File: src/rtl/ysyx_22040127_ifu_pkg.sv
`default_nettype none
// ============================================================================
// Module   : ysyx_22040127_ifu_pkg
// Brief    : Shared constants and helpers for the instruction-fetch stage.
// Revision : 1.0 - initial release
// ============================================================================
package ysyx_22040127_ifu_pkg;

  // Width of the {inst, pc} bundle handed to decode
  localparam int          IF_TO_ID_WIDTH = 64;

  // Default first fetch address after reset release
  localparam logic [31:0] IFU_RESET_PC   = 32'h8000_0000;

  // Pick the 32-bit instruction out of an aligned doubleword; the caller
  // passes pc[2], which says whether the instruction sits in the upper word
  function automatic logic [31:0] ifu_sel_word(input logic [63:0] dword,
                                               input logic        upper);
    return upper ? dword[63:32] : dword[31:0];
  endfunction

endpackage
`default_nettype wire

File: src/rtl/ysyx_22040127_ifu_fifo.sv
`default_nettype none
// ============================================================================
// Module   : ysyx_22040127_ifu_fifo
// Brief    : Small synchronous FIFO with push/pop/flush and occupancy count.
//            Flush has priority over a coincident push or pop.
// Revision : 1.0 - initial release
// ============================================================================
module ysyx_22040127_ifu_fifo #(
  parameter int WIDTH = 64,
  parameter int DEPTH = 2
) (
  input  logic                     clk,
  input  logic                     rst,
  input  logic                     i_push,
  input  logic [WIDTH-1:0]         i_data,
  input  logic                     i_pop,
  input  logic                     i_flush,
  output logic [WIDTH-1:0]         o_head,
  output logic                     o_empty,
  output logic                     o_full,
  output logic [$clog2(DEPTH):0]   o_count
);

  localparam int C_AW = $clog2(DEPTH);
  localparam int C_CW = C_AW + 1;

  logic [WIDTH-1:0] r_mem [DEPTH];
  logic [C_AW-1:0]  r_rd_ptr;
  logic [C_AW-1:0]  r_wr_ptr;
  logic [C_CW-1:0]  r_count;
  logic             w_push;
  logic             w_pop;

  assign o_empty = (r_count == '0);
  assign o_full  = (r_count == C_CW'(DEPTH));
  assign o_count = r_count;
  assign o_head  = r_mem[r_rd_ptr];

  // Guard against writing a full buffer or reading an empty one
  assign w_push  = i_push && !o_full;
  assign w_pop   = i_pop && !o_empty;

  // Storage array; contents need no reset because the count qualifies them
  always_ff @(posedge clk) begin
    if (w_push) begin
      r_mem[r_wr_ptr] <= i_data;
    end
  end

  // Pointer and occupancy bookkeeping; flush returns to the empty state
  always_ff @(posedge clk or negedge rst) begin
    if (!rst) begin
      r_rd_ptr <= '0;
      r_wr_ptr <= '0;
      r_count  <= '0;
    end else if (i_flush) begin
      r_rd_ptr <= '0;
      r_wr_ptr <= '0;
      r_count  <= '0;
    end else begin
      if (w_push) begin
        r_wr_ptr <= r_wr_ptr + C_AW'(1);
      end
      if (w_pop) begin
        r_rd_ptr <= r_rd_ptr + C_AW'(1);
      end
      case ({w_push, w_pop})
        2'b10:   r_count <= r_count + C_CW'(1);
        2'b01:   r_count <= r_count - C_CW'(1);
        default: r_count <= r_count;
      endcase
    end
  end

endmodule
`default_nettype wire

File: src/rtl/ysyx_22040127_ifu.sv
`default_nettype none
// ============================================================================
// Module   : ysyx_22040127_ifu
// Brief    : Instruction-fetch stage. Issues one outstanding PC request at a
//            time, buffers returned instructions and hands {inst, pc} to ID.
//            Branch redirects flush the buffer and squash in-flight fetches.
// Revision : 1.0 - initial release
// ============================================================================
module ysyx_22040127_ifu
  import ysyx_22040127_ifu_pkg::*;
#(
  parameter logic [31:0] RESET_PC   = IFU_RESET_PC,
  parameter int          FIFO_DEPTH = 2
) (
  input  logic                      clk,
  input  logic                      rst,
  input  logic                      id_allowin,
  output logic                      if_to_id_valid,
  output logic [IF_TO_ID_WIDTH-1:0] if_to_id_bus,
  output logic [31:0]               if_pc,
  input  logic                      id_branch_taken,
  input  logic [31:0]               id_branch_result,
  output logic                      imem_req_valid,
  input  logic                      imem_req_ready,
  output logic [31:0]               imem_req_addr,
  input  logic                      imem_resp_valid,
  input  logic [63:0]               imem_resp_data
);

  localparam int         C_CW      = $clog2(FIFO_DEPTH) + 1;
  localparam logic [1:0] C_ST_BOOT = 2'd0;
  localparam logic [1:0] C_ST_REQ  = 2'd1;
  localparam logic [1:0] C_ST_WAIT = 2'd2;

  logic [1:0]                r_state;
  logic [31:0]               r_fetch_pc;  // next address to request
  logic [31:0]               r_req_pc;    // address of the in-flight request
  logic [31:0]               r_hold_pc;   // address of a stalled, squashed request
  logic                      r_hold;      // stalled request must be dropped on accept
  logic                      r_discard;   // in-flight response must be dropped

  logic [C_CW-1:0]           w_count;
  logic                      w_empty;
  logic                      w_full;
  logic [IF_TO_ID_WIDTH-1:0] w_head;
  logic                      w_credit;
  logic                      w_req_fire;
  logic                      w_push;
  logic                      w_pop;
  logic [31:0]               w_target;
  logic [IF_TO_ID_WIDTH-1:0] w_push_data;
  logic                      w_unused;

  // Only one request may be outstanding, so a free slot is enough credit
  assign w_credit       = (w_count < C_CW'(FIFO_DEPTH));
  assign imem_req_valid = (r_state == C_ST_REQ) && w_credit;
  // A stalled request keeps its address even after a redirect
  assign imem_req_addr  = r_hold ? r_hold_pc : r_fetch_pc;
  assign w_req_fire     = imem_req_valid && imem_req_ready;

  assign w_target       = {id_branch_result[31:2], 2'b00};
  assign w_unused       = &{1'b0, id_branch_result[1:0], w_full};

  // A redirect in the same cycle flushes, so the response is not kept
  assign w_push         = (r_state == C_ST_WAIT) && imem_resp_valid &&
                          !r_discard && !id_branch_taken;
  assign w_push_data    = {ifu_sel_word(imem_resp_data, r_req_pc[2]), r_req_pc};
  assign w_pop          = if_to_id_valid && id_allowin;

  ysyx_22040127_ifu_fifo #(
    .WIDTH (IF_TO_ID_WIDTH),
    .DEPTH (FIFO_DEPTH)
  ) u_fifo (
    .clk     (clk),
    .rst     (rst),
    .i_push  (w_push),
    .i_data  (w_push_data),
    .i_pop   (w_pop),
    .i_flush (id_branch_taken),
    .o_head  (w_head),
    .o_empty (w_empty),
    .o_full  (w_full),
    .o_count (w_count)
  );

  assign if_to_id_valid = !w_empty;
  assign if_to_id_bus   = w_head;
  assign if_pc          = w_empty ? RESET_PC : w_head[31:0];

  // Fetch FSM: BOOT for one cycle, then alternate REQ / WAIT
  always_ff @(posedge clk or negedge rst) begin
    if (!rst) begin
      r_state  <= C_ST_BOOT;
      r_req_pc <= RESET_PC;
    end else begin
      case (r_state)
        C_ST_BOOT: r_state <= C_ST_REQ;
        C_ST_REQ: begin
          if (w_req_fire) begin
            r_state  <= C_ST_WAIT;
            r_req_pc <= imem_req_addr;
          end
        end
        C_ST_WAIT: begin
          if (imem_resp_valid) begin
            r_state <= C_ST_REQ;
          end
        end
        default: r_state <= C_ST_BOOT;
      endcase
    end
  end

  // Next fetch address: redirect target wins, otherwise advance on accept
  always_ff @(posedge clk or negedge rst) begin
    if (!rst) begin
      r_fetch_pc <= RESET_PC;
    end else if (id_branch_taken) begin
      r_fetch_pc <= w_target;
    end else if (w_req_fire && !r_hold) begin
      r_fetch_pc <= r_fetch_pc + 32'd4;
    end
  end

  // Remember a stalled request that a redirect has made stale
  always_ff @(posedge clk or negedge rst) begin
    if (!rst) begin
      r_hold    <= 1'b0;
      r_hold_pc <= RESET_PC;
    end else if (w_req_fire) begin
      r_hold    <= 1'b0;
    end else if (id_branch_taken && imem_req_valid) begin
      r_hold    <= 1'b1;
      r_hold_pc <= imem_req_addr;
    end
  end

  // Mark the in-flight response for dropping when a redirect overtakes it
  always_ff @(posedge clk or negedge rst) begin
    if (!rst) begin
      r_discard <= 1'b0;
    end else begin
      case (r_state)
        C_ST_REQ: begin
          if (w_req_fire && (id_branch_taken || r_hold)) begin
            r_discard <= 1'b1;
          end
        end
        C_ST_WAIT: begin
          if (imem_resp_valid) begin
            r_discard <= 1'b0;
          end else if (id_branch_taken) begin
            r_discard <= 1'b1;
          end
        end
        default: r_discard <= 1'b0;
      endcase
    end
  end

endmodule
`default_nettype wire

File: config.mk
export PLATFORM = sky130hd
export DESIGN_NAME = ysyx_22040127_ifu
export DESIGN_NICKNAME = d
export VERILOG_FILES = /design/src/rtl/ysyx_22040127_ifu_pkg.sv /design/src/rtl/ysyx_22040127_ifu_fifo.sv /design/src/rtl/ysyx_22040127_ifu.sv
export SDC_FILE = /design/constraint.sdc
export NUM_CORES = 1
export LEC_CHECK = 0
export CAP_MARGIN = 20
export CORE_MARGIN = 2
export CORE_UTILIZATION = 30
export CTS_CLUSTER_DIAMETER = 60
export DETAILED_ROUTE_END_ITERATION = 8
export SLEW_MARGIN = 5
export SYNTH_ARGS = -nofsm -noshare
export SYNTH_HDL_FRONTEND = slang
export SYNTH_SLANG_ARGS = --single-unit
File: constraint.sdc
create_clock -name clk -period 5 [get_ports clk]
set_input_delay 1 -clock clk [delete_from_list [all_inputs] [get_ports clk]]
set_output_delay 1 -clock clk [all_outputs]
set_load 0.01 [all_outputs]
* Yosys cells after proc, flatten, opt, wreduce, memory -nomap -nowiden *
Memories as Yosys holds them, arrays and structs flattened.
Index checks and enable logic that the tools add are counted.

operators by class
  $add $sub $neg = 5
  multiply operators = 0
  divide/modulo/power cells = 0
  magnitude comparators = 1
  equality and inequality tests = 9
  shifts and indexed selects = 0
  muxes and demuxes = 22
  bitwise gates (word level) = 1
  reduce and logical (&&, ||, !) cells = 28

operators with widths
  kind                     number
  $mux W32                 5
  $add A32 B3 Y32 const B  1
  $logic_and A1 B1 Y1      11
  $mux W1                  11
  $reduce_and A2 Y1        4
  $reduce_bool A2 Y1       4
  $eq A2 B2 Y1 const B     3
  $mux W2                  3
  $pmux W2 S3              1
  $logic_not A1 Y1         5
  $eq A2 B1 Y1 const B     2
  $logic_not A2 Y1         2
  $ne A2 B2 Y1 const B     2
  $pmux W2 S2              1
  $ne A3 B3 Y1 const B     1
  $reduce_bool A3 Y1       1
  $add A1 B1 Y1 const B    2
  $add A2 B1 Y2 const B    1
  $lt A2 B2 Y1 const B     1
  $ne A2 B1 Y1 const B     1
  $pmux W1 S2              1
  $sub A2 B1 Y2 const B    1
  $logic_or A1 B1 Y1       1
  $not A1 Y1               1

word-level totals
  register bits after elaboration = 104
  bits in latches = 0
  memory bits (writable) = 128
  ROM bits = 0
  bits of input ports = 102
  output and inout port bits = 130
  logic and storage cells = 76
  memories = 1

memory list
  name          depth  bits a word  rd ports  clocked after Yosys merged registers in  wr ports  line                          RTL
  u_fifo.r_mem  2      64           1         0                                        1         ysyx_22040127_ifu_fifo.sv:27  logic [WIDTH-1:0] r_mem [DEPTH];

* Longest topological paths before layout *
Gate-level depths: netlist of run 1.

  depth after elaboration = 8
  gate-level depth with buffers = 8
  mapped depth without buffers = 6

* Hierarchy *
From an unflattened synthesis of run 1, not the netlist that was laid out.

unflattened totals
  cell total of the unflattened synthesis = 793
  area, all modules = 10060.9 sq um

modules (own cells, without submodules)
  module                  instances  cells an instance  area an instance (sq um)  sequential area each (sq um)
  ysyx_22040127_ifu       1          570                5248.8                    2456.1
  ysyx_22040127_ifu_fifo  1          223                4812.1                    3943.8

* Worst setup path before layout of run 1 *
Ideal clock, no wire load.

  path type = input to register
  from = in id_branch_taken
  to = mem u_fifo.r_mem[0][0] (enable)
  library setup time = 0.488 ns
  arrival time = 4.235 ns
  required time = 4.512 ns
  setup slack = 0.277 ns
  stages = 3
  buffers on the path = 0
  path through = nor4bb_1 > nand2b_1 > nor2_1

on the way
  word-level cells in the longest chain between the ends = 5

RTL lines
  item                           line                          RTL
  start, declared                ysyx_22040127_ifu.sv:21       input logic id_branch_taken,
  $logic_not A1 Y1               ysyx_22040127_ifu.sv:66       !r_discard && !id_branch_taken;
  $logic_and A1 B1 Y1            ysyx_22040127_ifu.sv:66
  $logic_and A1 B1 Y1            ysyx_22040127_ifu_fifo.sv:40  assign w_push = i_push && !o_full;
  $mux W1                        ysyx_22040127_ifu_fifo.sv:45  if (w_push) begin
  $mux W1 (not written as such)  ysyx_22040127_ifu_fifo.sv:46  r_mem[r_wr_ptr] <= i_data;
  end, declared                  ysyx_22040127_ifu_fifo.sv:27

No other way between the ends.

* Final worst setup path of run 1 *
  from = reg u_fifo.r_rd_ptr
  to = out if_pc[24]

on the way
  word-level cells in the longest chain between the ends = 2

RTL lines
  item                    line                          RTL
  start, declared         ysyx_22040127_ifu_fifo.sv:28  logic [C_AW-1:0] r_rd_ptr;
  start signal, assigned  ysyx_22040127_ifu_fifo.sv:65  r_rd_ptr <= r_rd_ptr + C_AW'(1);
  $mem_v2 Z2 W64          n/a
  $mux W32                ysyx_22040127_ifu.sv:88       assign if_pc = w_empty ? RESET_PC : w_head[31:0];
  end, declared           ysyx_22040127_ifu.sv:20       output logic [31:0] if_pc,

No other way between the ends.

==> metrics, run 1 <==
Setup Fix Bufs, Post-CTS=0; largest net degree at the start of global routing=between 60 and 70; number of max-cap violations=0; Avg Cell Area, Syn=12.76 um^2; Netlist Area Pre-Place=10170 um^2; Layout area overhead=36.85%; initial antenna violation count=1; startpoint types=flip-flop; hpwl dp=17230 um; drt pass-1 iters=5; deepest clock path buffer count=3; slew at the pin closest to its max-slew limit=0.9924 ns; row count=67; Yosys warning count=0; register bit total from synthesis=230; antenna-violating nets left=0; simple-gate share of the synthesized area=11.17%; final setup vio count=0; post-route DRC violation count=0; Synth Area in Compound Gates=6.705%; Util after Layout=approximately two fifths; wire length per cell=approximately 17 um; Mapped Nets=approximately 900; number of enable flip-flop cells after synthesis=~130; Die X-Extent=approximately 190 um; kind of critical path=reg2out; DRC violation total after the first TritonRoute iteration=280; gp weighted congestion=0.7638; Via Count=6850; Initial Utilization=between 30% and 40%; core footprint=approximately 33000 um^2; Slew headroom=between 30% and 40%; fin crit period=3.819 ns; fin crit share=between 70% and 80%; Async SR Flop Fraction=44.35%; TNS Setup=0 ns; Min-Delay Path Class=reg2reg; port buffer count=229; grt ovf=0; vias in the first global route=6973; clock-pin slew on the worst setup and hold paths=0.06 ns; hold_buf cts=0; post-synthesis cell type with the largest combined area=edfxtp_1; Pwr per Cell Area=462.4 nW/um^2; Worst IR Drop VDD=roughly 0.24 mV; Critical Path Fanout Max=31; CTS sink count=230; share of the synthesized area in the top cell type=37.80%; Die Ht=188.1 um; CTS tree=built; sequential fraction of the synthesis area=62.93%; Synth Instances=around 800; fmax=0.2619 GHz; unrepaired setup endpoints after global routing=false; Die ar.=~35000 um^2; Final Skew=between 0.01 and 0.015 ns; root buf cell=clkbuf_16; CTS Buf Count=26; Main synth FF type=edfxtp_1; Critical Path AT=between 2 and 3 ns; drt total wl=roughly 25000 um; main combinational cell family by area after synthesis=multiplexers; Leak Pwr=5.220 nW; fraction of layout cells with a size suffix above 1=16.14%; CP Capture Type=primary output; H-tree depth=1; nets=1128; Final Hold Viols=0; XOR/XNOR share of the synthesized area=under 10%; I/O pins=between 200 and 250; Vias/cell=~4.6; fin. max-slew vios=0; synth top area cells=edfxtp_1 (38%), dfrtp_1 (24%), mux2_2 (11%); Total GRT Usage=13.63%; data required time of the critical path=roughly 4 ns; FILL cells=a little over 3000; post-CTS sizing=0; Clk Latency, worst-skew pair=0.52 ns; Netlist cell types=48; outcome=completed; Adder-Cell Fraction of Synth Area=less than 1%; post-synthesis mux area share=about 14%; first-pass GRT wire length=38540 um
## where the power goes
group          internal [mW]  leakage [nW]  switching (mW)
sequential              2.44          2.38           0.278
clock                   1.30         0.469           0.761
combinational          0.821          2.37           0.832
## sequential cells by signal, summed over array words and instances (netlist names), 2 cells and up
name	cells
r_hold_pc	32
u_fifo.r_mem	128
u_fifo.o_count	2
r_state	2
r_fetch_pc	30
r_req_pc	32
## critical path: stages (launching register included)
cell and delay [ns]:
dfrtp_2 0.85, buf_4 0.39, mux2_2 0.39, and2_1 0.17, clkdlybuf4s50_1 0.48
## per-stage QoR
step	total power, mW	hold slack (ns)	cell area, um^2	cells	worst slack [ns]
after floorplan	3.617	0.4366	10170	797	0.2774
after global placement	4.379	0.4498	12950	1440	1.436
after detailed placement	4.446	0.4613	12970	1441	1.385
after CTS	6.531	0.4748	13910	1489	1.072
after global routing	6.798	0.4798	13920	1490	1.036
final	6.435	0.4718	13920	1490	1.181
## placed cells by master (no fill, tap or decap), types with 3 or more instances in the layout
master,n
o211ai_1,4
o21ai_0,45
nand3_1,15
clkbuf_16,28
bufinv_16,5
nand4_1,11
dfrtp_1,97
clkinv_1,4
xor2_1,6
clkdlybuf4s50_1,228
dfstp_2,3
o31ai_1,13
edfxtp_1,128
a21oi_1,36
nand2_1,56
inv_1,37
and2_1,36
mux2_2,98
ha_1,5
mux2i_1,33
xnor2_1,6
a31oi_1,13
and3_1,4
nor2_1,51
and4_1,4
buf_4,11
clkinv_2,5
nor2b_1,5
or4_1,17
## synthesized netlist by cell type (2+ instances only)
| cell type | count |
|---|---|
| a21boi_0 | 2 |
| a21oi_1 | 36 |
| a31oi_1 | 13 |
| and2_1 | 36 |
| and3_1 | 4 |
| and4_1 | 4 |
| and4_4 | 2 |
| buf_1 | 2 |
| buf_2 | 8 |
| buf_6 | 3 |
| clkbuf_1 | 31 |
| clkbuf_2 | 2 |
| dfrtp_1 | 99 |
| dfstp_2 | 3 |
| edfxtp_1 | 128 |
| ha_1 | 5 |
| inv_1 | 37 |
| mux2_2 | 98 |
| mux2i_1 | 33 |
| nand2_1 | 56 |
| nand2b_1 | 2 |
| nand3_1 | 15 |
| nand4_1 | 11 |
| nor2_1 | 53 |
| nor2b_1 | 5 |
| nor3_1 | 2 |
| o211ai_1 | 4 |
| o21ai_0 | 45 |
| o31ai_1 | 13 |
| or4_1 | 17 |
| xnor2_1 | 6 |
| xor2_1 | 6 |
## kinds of logic (layout without fill, tap and decap cells)
group,after synthesis,in the layout
compound gates,119,119
xor+xnor,12,12
fa+ha+maj,5,5
buf+inv,84,328
flops,230,230
mux,131,131
other cells,0,1
simple gates,216,216
## final timing paths
path | slack [ns] | start | cells past startpoint | to
setup / recovery | 1.18 | u_fifo.r_rd_ptr | 4 | if_pc[24]
hold / removal | 0.47 | r_req_pc[15] | 0 | u_fifo.r_mem[1][15]
setup reg to reg | 2.20 | r_state[0] | 6 | u_fifo.r_mem[1][3]
hold reg to reg | 0.47 | r_req_pc[15] | 0 | u_fifo.r_mem[1][15]
max in group asynchronous | 3.31 | rst | 2 | r_hold_pc[31]
min in group asynchronous | 0.63 | rst | 1 | r_hold_pc[9]
## layout make-up
type	instances	area [um^2]	share of cell area, %
multi-input cells	483	3441	24.72
clock buffers	32	735.7	5.286
inverters	38	142.6	1.025
repair buffers	242	2420	17.39
diodes	1	2.502	0.01798
clock inverters	16	212.7	1.528
flip-flops and latches	230	6402	46.00
well taps	448	560.5	4.028
## metal layers
| metal | up-vias | track usage [%] | wire, um |
|---|---|---|---|
| met5 | - | 0 | 0 |
| met2 | 172 | 22.54 | 11680 |
| met1 | 3311 | 18.36 | 11160 |
| li1 | 3335 | - | - |
| met4 | 0 | 3.846 | 548 |
| met3 | 32 | 2.433 | 1316 |
No activity file was read; power rests on OpenSTA's default activity.
==> run 2, diff against run 1 <==
- clock period: 5 -> 3.75 ns (I/O delays scaled with it)
==> metrics, run 2 (synthesized netlist as in run 1, its figures left out) <==
outcome=completed; row count=67 (unchanged); Layout area overhead=36.41%; port buffer count=229 (unchanged); Die X-Extent=188.1 um (unchanged); drt pass-1 iters=4 (-1); Die Ht=188.1 um (unchanged); kind of critical path=reg2out; crit-path max cell delay=0.87 ns (+0.02 ns); Initial Utilization=30.40% (unchanged); Flop pwr share=43.7% (+1.5 points); Leak Pwr=5.190 nW (-0.58%); I/O pins=232 (unchanged); fin. max-slew vios=0 (unchanged); grt ovf=0 (unchanged); clock-pin slew on the worst setup and hold paths=0.06 ns (about the same); nets=1128 (unchanged); combinational share of power=25.3% (-0.4 points); CTS Buf Count=27 (+3.8%); FILL cells=3121 (+0.97%); hold_buf cts=0 (unchanged); max reg flops=128 (unchanged); hold_ws=0.2569 ns (-0.2149 ns); root buf cell=clkbuf_16; flop-to-flop setup slack=1.13 ns (-1.07 ns); Final Hold Viols=0 (unchanged); CTS sink count=230 (unchanged); Net Sw Frac=29.64% (+0.56 points); Vias/cell=4.565 (-0.70%); hpwl dp=16870 um (-2.1%); H-tree depth=1 (unchanged); number of max-cap violations=0 (unchanged); vias in the first global route=6919 (-0.77%); Slew headroom=32.51% (-1.3 points); most frequent cells in the layout=clkdlybuf4s50_1 (228), edfxtp_1 (128), mux2_2 (98); initial antenna violation count=0 (-1); slowest CP cell=dfrtp_4; Clk pwr share=31.0% (-1.1 points); leading cell type in the layout, fill and taps excluded=clkdlybuf4s50_1; data required time of the critical path=3.00 ns (-1.00 ns); Setup Fix Bufs, Post-CTS=0 (unchanged); Critical Path Fanout Max=48 (+55%); TNS Setup=0 ns (unchanged); Critical Path AT=2.69 ns (-0.13 ns); gp weighted congestion=0.7865 (+3.0%); largest registers=u_fifo.r_mem (128), r_hold_pc (32), r_req_pc (32); post-route DRC violation count=0 (unchanged); deepest clock path buffer count=3 (unchanged); DRC violation total after the first TritonRoute iteration=405 (+45%); antenna-violating nets left=0 (unchanged); startpoint types=flip-flop; final setup vio count=0 (unchanged); Final Skew=0.02011 ns (+0.006791 ns); largest net degree at the start of global routing=65 (-3.0%); Via Count=6802 (-0.70%); P_int=5.951 mW (+30%); Pwr per Cell Area=609.7 nW/um^2 (+32%); ant diodes=0 (-1); fin crit share=around nine tenths; Die ar.=35390 um^2 (unchanged); fraction of layout cells with a size suffix above 1=16.12% (about the same); fin crit period=3.443 ns; drt total wl=24620 um (-0.36%); slew at the pin closest to its max-slew limit=1.012 ns (+0.02003 ns); core footprint=33450 um^2 (unchanged); post-CTS sizing=0 (unchanged); Clk Latency, worst-skew pair=0.53 ns (about the same); Total GRT Usage=13.75% (+0.12 points); CP Cell Sequence=buf_4, mux2_2, clkdlybuf4s50_1; first-pass GRT wire length=38620 um (+0.22%); Worst IR Drop VDD=0.3637 mV (+50%); unrepaired setup endpoints after global routing=false; CP Capture Type=primary output; wire length per cell=16.52 um (-0.36%); fmax=roughly 0.29 GHz; Most flops, register=u_fifo.r_mem; Min-Delay Path Class=in2async; CTS tree=built; sw power=2.507 mW (+34%)
-- run 2: metrics by stage --
| stage | cells | setup WS (ns) | utilization, % | cell area (um^2) | total power, mW |
|---|---|---|---|---|---|
| 3_5_place_dp | 1440 | 0.7330 | 38.77 | 12970 | 5.934 |
| 4_1_cts | 1490 | 0.2144 | 41.47 | 13870 | 8.597 |
| 3_3_place_gp | 1440 | 0.7344 | 38.77 | 12970 | 5.856 |
| 2_1_floorplan | 797 | 0.3430 | - | 10170 | 4.821 |
| 5_1_grt | 1490 | 0.1506 | 41.47 | 13870 | 8.965 |
| 6_report | 1490 | 0.3071 | 41.47 | 13870 | 8.458 |
-- run 2: metal layers --
metal	part of all wire (%)	up-vias	wire length (um)	global-route usage, %
li1	-	3331	-	-
met1	45	3258	11060	18.52
met2	48	190	11710	22.99
met3	6.3	23	1541	2.733
met4	1.2	0	304	2.877
met5	0	-	0	0
-- run 2: cell type report --
type                    count  area (um^2)  area share (%)
clock buffers              34        732.0           5.276
clock inverters            16        172.7           1.245
inverters                  38        142.6           1.028
multi-input cells         483         3441           24.80
flip-flops and latches    230         6406           46.18
well taps                 448        560.5           4.041
repair buffers            241         2417           17.43
-- run 2: worst paths after layout --
| path | startpoint | to | depth (start not counted) |
|---|---|---|---|
| worst max-delay path | u_fifo.r_rd_ptr | if_to_id_bus[41] | 3 |
| worst min-delay path | rst | r_hold_pc[11] | 1 |
| worst max register to register | r_hold | r_fetch_pc[22] | 4 |
| worst min register to register | r_req_pc[24] | u_fifo.r_mem[1][24] | 0 |
| max in group asynchronous | rst | r_req_pc[31] | 2 |
| min in group clk | r_req_pc[24] | u_fifo.r_mem[1][24] | 0 |
-- run 2: power groups by stage --
stage,Combinational (mW),Sequential (mW),Clock [mW]
3_3_place_gp,2.13,3.72,0
2_1_floorplan,1.34,3.49,0
5_1_grt,2.38,3.77,2.81
3_5_place_dp,2.18,3.75,0
4_1_cts,2.19,3.70,2.70
6_report,2.14,3.69,2.62
-- run 2: critical path: cells and delay by family, from the launching register on --
kind	cells	cell delay [ns]
buffers and inverters	2	0.89
flip-flops	1	0.87
multiplexers	1	0.38
